## config.mk

```make
export PLATFORM = sky130hd
export DESIGN_NAME = shift_exec_stage
export DESIGN_NICKNAME = d
export VERILOG_FILES = /design/src/rtl/shift_exec_stage.sv
export SDC_FILE = /design/constraint.sdc
export NUM_CORES = 1
export LEC_CHECK = 0
export CAP_MARGIN = 20
export CORE_AREA = 8 8 133 135
export DETAILED_ROUTE_END_ITERATION = 16
export DIE_AREA = 0 0 141 143
export SLEW_MARGIN = 40
export SYNTH_ARGS = -nofsm -noshare
export SYNTH_HDL_FRONTEND = slang
export SYNTH_SLANG_ARGS = --single-unit
```

## constraint.sdc

```tcl
create_clock -name clk -period 3.35 [get_ports clk]
set_input_delay 0.67 -clock clk [delete_from_list [all_inputs] [get_ports clk]]
set_output_delay 0.67 -clock clk [all_outputs]
set_load 0.01 [all_outputs]
```

## src/rtl/shift_exec_stage.sv

```systemverilog
// Two-stage valid/ready shift execute stage built around a single logical-left barrel shifter.
// Define SHIFT_EXEC_ROTATE_EN to build ROL/ROR; otherwise those ops are reported as illegal.
module shift_exec_stage #(
  parameter int N   = 32,
  parameter int SHW = $clog2(N),
  parameter int TW  = 4
) (
  input  logic           clk,
  input  logic           rst,
  input  logic           i_valid,
  output logic           i_ready,
  input  logic [2:0]     i_op,
  input  logic [N-1:0]   i_data,
  input  logic [SHW-1:0] i_shamt,
  input  logic [TW-1:0]  i_tag,
  output logic           o_valid,
  input  logic           o_ready,
  output logic [N-1:0]   o_data,
  output logic [TW-1:0]  o_tag,
  output logic           o_illegal
);

  typedef enum logic [2:0] {
    OP_SLL = 3'b000,
    OP_SRL = 3'b001,
    OP_SRA = 3'b010,
    OP_ROL = 3'b011,
    OP_ROR = 3'b100
  } op_e;

  function automatic logic [N-1:0] rev(input logic [N-1:0] v);
    logic [N-1:0] r;
    for (int b = 0; b < N; b++) begin
      r[b] = v[N-1-b];
    end
    return r;
  endfunction

  logic           s1_valid;
  logic [2:0]     s1_op;
  logic [N-1:0]   s1_data;
  logic [SHW-1:0] s1_shamt;
  logic [TW-1:0]  s1_tag;

  logic           s2_valid;
  logic [N-1:0]   s2_data;
  logic [TW-1:0]  s2_tag;
  logic           s2_illegal;

  logic           s2_free;
  logic [N-1:0]   shl_in;
  logic [N-1:0]   shl_out;
  logic [N-1:0]   sra_fill;
  logic [N-1:0]   result;
  logic           illegal;

  assign s2_free   = !s2_valid || o_ready;
  assign i_ready   = rst && (!s1_valid || s2_free);
  assign o_valid   = s2_valid;
  assign o_data    = s2_data;
  assign o_tag     = s2_tag;
  assign o_illegal = s2_illegal;

  // Right shifts and ROR reuse the left shifter by mirroring the operand in and the result out.
  always_comb begin
    shl_in   = s1_data;
    result   = {N{1'b0}};
    illegal  = 1'b0;
    if ((s1_op == OP_SLL) || (s1_op == OP_ROL)) begin
      shl_in = s1_data;
    end else begin
      shl_in = rev(s1_data);
    end
    shl_out  = shl_in << s1_shamt;
    sra_fill = ~({N{1'b1}} >> s1_shamt);
    case (s1_op)
      OP_SLL:  result = shl_out;
      OP_SRL:  result = rev(shl_out);
      OP_SRA:  result = rev(shl_out) | (sra_fill & {N{s1_data[N-1]}});
`ifdef SHIFT_EXEC_ROTATE_EN
      OP_ROL:  result = rotate_left(shl_in, s1_shamt);
      OP_ROR:  result = rev(rotate_left(shl_in, s1_shamt));
`endif
      default: begin
        result  = {N{1'b0}};
        illegal = 1'b1;
      end
    endcase
  end

`ifdef SHIFT_EXEC_ROTATE_EN
  // Upper half of the doubled word shifted left is the rotation; OR with the lower half is a no-op.
  function automatic logic [N-1:0] rotate_left(input logic [N-1:0] v, input logic [SHW-1:0] sh);
    logic [2*N-1:0] cat;
    cat = {v, v} << sh;
    return cat[2*N-1:N] | cat[N-1:0];
  endfunction
`endif

  // Stage 1: capture operands on an input transfer, empty when the op moves on.
  always_ff @(posedge clk) begin
    if (!rst) begin
      s1_valid <= 1'b0;
      s1_op    <= 3'b000;
      s1_data  <= {N{1'b0}};
      s1_shamt <= {SHW{1'b0}};
      s1_tag   <= {TW{1'b0}};
    end else if (i_valid && i_ready) begin
      s1_valid <= 1'b1;
      s1_op    <= i_op;
      s1_data  <= i_data;
      s1_shamt <= i_shamt;
      s1_tag   <= i_tag;
    end else if (s2_free) begin
      s1_valid <= 1'b0;
    end else begin
      s1_valid <= s1_valid;
    end
  end

  // Stage 2: result register; holds while downstream stalls.
  always_ff @(posedge clk) begin
    if (!rst) begin
      s2_valid   <= 1'b0;
      s2_data    <= {N{1'b0}};
      s2_tag     <= {TW{1'b0}};
      s2_illegal <= 1'b0;
    end else if (s2_free) begin
      s2_valid <= s1_valid;
      if (s1_valid) begin
        s2_data    <= result;
        s2_tag     <= s1_tag;
        s2_illegal <= illegal;
      end else begin
        s2_data    <= s2_data;
        s2_tag     <= s2_tag;
        s2_illegal <= s2_illegal;
      end
    end else begin
      s2_valid <= s2_valid;
    end
  end

endmodule

```

==> impl_results.rst <==
.. list-table::
   :header-rows: 1

   * - Metric
     - Value
   * - Number of detailed-routing iterations run before antenna repair
     - 5
   * - Total leakage power
     - just under 3 nW
   * - Data arrival time of the worst path
     - 3.37 ns
   * - Crit path kind
     - reg -> reg
   * - Row cnt
     - 46
   * - Number of resized instances in the post-cts repair step
     - 0
   * - HPWL reported at the end of detailed placement
     - between 15 and 20 mm
   * - Least-Margin Pin Slew
     - 0.7369 ns
   * - Worst supply voltage drop on vdd
     - 0.0002530 V
   * - I/O pin count
     - 87
   * - Final setup vio count
     - 0
   * - Post-Synthesis Cells
     - 760
   * - Sink Count
     - 83
   * - Die Y
     - roughly 140 um
   * - Die area
     - 20,160 um^2
   * - Hold violation count in the final report
     - 0
   * - Buffer levels on the longest clock path
     - 2
   * - Routed wire length per instance
     - between 20 and 25 um
   * - Number of buffers inserted by port buffering
     - 86
   * - Main synth FF type
     - sky130_fd_sc_hd__dfxtp_1
   * - H-tree levels
     - 3
   * - Critical Path Slowest Stage Cell
     - sky130_fd_sc_hd__mux4_2
   * - Class of the most critical hold timing path
     - reg -> reg
   * - Starting density of the core
     - 39.17%
   * - Fraction of the cycle the final worst path needs
     - between 90% and 100%
   * - Number of vias per cell after detailed routing
     - 6.298
   * - Clock tree from TritonCTS
     - yes
   * - Max Clock Freq
     - 320.3 MHz
   * - Final period demand of the worst path
     - 3.122 ns
   * - Part of the total power dissipated in combinational logic
     - 33.8%
   * - Post-place instance area
     - 7330 um^2
   * - Number of enable flip-flop cells after synthesis
     - 0
   * - Kind of end point of the critical path
     - flop
   * - Part of the total power dissipated in the clock network
     - 33.4%
   * - Post-route setup TNS
     - 0 ns
   * - Largest stage delay on the critical path
     - around 0.5 ns
   * - Bufs and invs on worst path
     - 1
   * - Max Fanout on Critical Path
     - 8
   * - Total setup buffers inserted after CTS
     - 0
   * - Synthesized Nets
     - 808
   * - DRC marker count from the first detailed-route iteration
     - 693
   * - TritonCTS buffer count
     - 9
   * - Largest delay contributor family on the critical path
     - compound AO/OA/AOI/OAI gates
   * - Max-cap violation count
     - 0
   * - Result of the run
     - complete, no violations
   * - Post-Layout Cell Count
     - 1,063
   * - Number of unique standard cell types used by synthesis
     - 66
   * - Slew HR
     - slightly above 50%
   * - Cell Area, Synth
     - a little over 6000 um^2
   * - Layout cells sized above 1
     - 15.23%
   * - Number of antenna diodes
     - 0
   * - Final worst clock skew
     - 0.009132 ns
   * - Fraction of synthesis flops using an asynchronous set or reset pin
     - 0%
   * - Die X
     - about 140 um
   * - Total global routing overflow
     - 0
   * - Design area
     - 7660 um^2
   * - Buffer type at the clock tree root
     - sky130_fd_sc_hd__clkbuf_16
   * - Number of instances in the placed design
     - 1,047
   * - Total detailed-routing wirelength
     - between 20 and 30 mm
   * - Wire length of the first global-routing pass
     - ~38 mm
   * - Sequential fraction of the synthesis area
     - 27.20%
   * - Most used cells in the layout excluding fill and tap cells
     - sky130_fd_sc_hd__nand2_1 (169), sky130_fd_sc_hd__clkdlybuf4s50_1 (86), sky130_fd_sc_hd__dfxtp_1 (82)
   * - Placer congestion estimate
     - 0.9979
   * - Final Max Slew Viols
     - 0
   * - GRT Resource Usage Total
     - 24.66%
   * - Leading cell type in the layout, fill and taps excluded
     - sky130_fd_sc_hd__nand2_1
   * - Sw power
     - 0.001235 W
   * - Hold buffers post-CTS
     - 0
   * - Area grow syn2layout
     - 25.37%
   * - Critical-path cell list
     - xor2_1, buf_4, a211oi_1, or2_1, mux4_2, a221oi_2, o211a_1, o21ai_0, a221o_1
   * - Power density over the cells
     - 448.0 nW/um^2
   * - Pin count of the biggest net entering global routing
     - 50
   * - Category of the worst setup path launch point
     - flop
   * - P_int
     - 0.002196 W
   * - Clock transition at the registers of the reported paths
     - 0.07 ns
   * - Core area
     - approximately 16,000 um^2
   * - Number of synthesized register bits
     - 83
   * - Required time at the worst-slack endpoint
     - 3.60 ns
   * - Final ANT Viol Nets
     - 0
   * - Number of global-route vias before repair
     - 6,392
   * - Skew-Pair Late Insertion Delay
     - 0.36 ns
   * - Remaining routing DRC violations
     - 0
   * - Proportion of power drawn by flip-flops and latches
     - about a third
   * - Switch share
     - a little over a third
   * - Number of antenna violations at the first check in global routing
     - 0
   * - Yosys warns
     - 0
   * - Setup repair after global routing missed its margin
     - false
   * - Worst hold-check slack
     - between 0.4 and 0.5 ns
   * - Layout net count
     - 890
   * - Via count
     - roughly 6,700
   * - Mean instance size in the synthesized netlist
     - roughly 8 um^2
[cells by family after synthesis]
| family | share of synthesized area, % |
|---|---|
| AND/OR/NAND/NOR | 23.69 |
| AO/OA/AOI/OAI | 22.59 |
| flip-flops | 27.20 |
| multiplexers | 21.03 |
| buffers and inverters | 4.894 |
| XOR/XNOR | 0.5940 |
[state kept, by name, summed over array words and instances (netlist names)]
| name | flops |
|---|---|
| o_data | 32 |
| o_tag | 4 |
| o_illegal | 1 |
| s1_op | 3 |
| s1_valid | 1 |
| s1_data | 32 |
| s1_tag | 4 |
| o_valid | 1 |
| s1_shamt | 5 |
[power by group through the flow]
stage | clock network, W | registers, W | logic, W
after floorplan | 0 | 0.00112 | 0.000710
after global placement | 0 | 0.00114 | 0.00113
after detailed placement | 0 | 0.00115 | 0.00113
after CTS | 0.00116 | 0.00112 | 0.00113
after global routing | 0.00119 | 0.00113 | 0.00123
final | 0.00115 | 0.00113 | 0.00116
[worst register-to-register path: stages, from the launching register on]
cell and delay, ns:
sky130_fd_sc_hd__dfxtp_1 0.46, sky130_fd_sc_hd__xor2_1 0.42, sky130_fd_sc_hd__buf_4 0.24, sky130_fd_sc_hd__a211oi_1 0.06, sky130_fd_sc_hd__or2_1 0.31, sky130_fd_sc_hd__mux4_2 0.50, sky130_fd_sc_hd__a221oi_2 0.44, sky130_fd_sc_hd__o211a_1 0.21
sky130_fd_sc_hd__o21ai_0 0.08, sky130_fd_sc_hd__a221o_1 0.32
[final cells by class]
| cell class | count | area [um^2] |
|---|---|---|
| clock buffers | 9 | 225.2 |
| clock inverters | 7 | 105.1 |
| fillers | 1538 | 7938 |
| inverters | 9 | 33.78 |
| multi-input cells | 606 | 4149 |
| flip-flops and latches | 83 | 1663 |
| well taps | 216 | 270.3 |
| repair buffers | 133 | 1214 |
[cell usage after synthesis (6+ instances only)]
library cell                 n  area (um^2)
sky130_fd_sc_hd__nand2_1   169        634.4
sky130_fd_sc_hd__dfxtp_1    83         1662
sky130_fd_sc_hd__a21oi_1    56        280.3
sky130_fd_sc_hd__nand3_1    54        270.3
sky130_fd_sc_hd__mux4_2     42        945.9
sky130_fd_sc_hd__nor2_1     41        153.9
sky130_fd_sc_hd__o21ai_0    35        175.2
sky130_fd_sc_hd__clkbuf_1   33        123.9
sky130_fd_sc_hd__mux2i_1    26        260.3
sky130_fd_sc_hd__nor3_1     18        90.09
sky130_fd_sc_hd__buf_1      15        56.30
sky130_fd_sc_hd__nand2b_1   14        87.58
sky130_fd_sc_hd__a221o_1    12        120.1
sky130_fd_sc_hd__a221oi_1   11        96.34
sky130_fd_sc_hd__buf_2      11        55.05
sky130_fd_sc_hd__a211oi_1   10        75.07
sky130_fd_sc_hd__a22oi_1    10        75.07
sky130_fd_sc_hd__mux2_2      7        78.83
sky130_fd_sc_hd__o22ai_1     7        43.79
sky130_fd_sc_hd__a31oi_1     6        37.54
sky130_fd_sc_hd__o31ai_1     6        45.04
[metrics by stage]
stage	utilization, %	worst slack [ns]	total power, W
floorplan	-	0.5853	0.001826
global placement	46.99	0.2633	0.002275
detailed placement	46.99	0.2720	0.002276
CTS	49.11	0.2737	0.003420
global route	49.11	0.05429	0.003552
finish	49.11	0.2276	0.003432
[per-layer routing]
metal  routed length, um  global-route usage (%)
met4                1082                   12.22
met5                   0                       0
met1               10550                   31.96
met3                1901                   4.407
met2               11490                   38.89
[path summary, 6_finish.rpt]
kind                                   to  cells past startpoint       from  slack (ns)
worst max register to register  o_data[1]                      9   s1_op[0]        0.23
worst min register to register   o_tag[2]                      2  s1_tag[2]        0.46
worst min-delay path             o_tag[2]                      2  s1_tag[2]        0.46
worst max-delay path            o_data[1]                      9   s1_op[0]        0.23
Power figures use the tool's default switching activity.
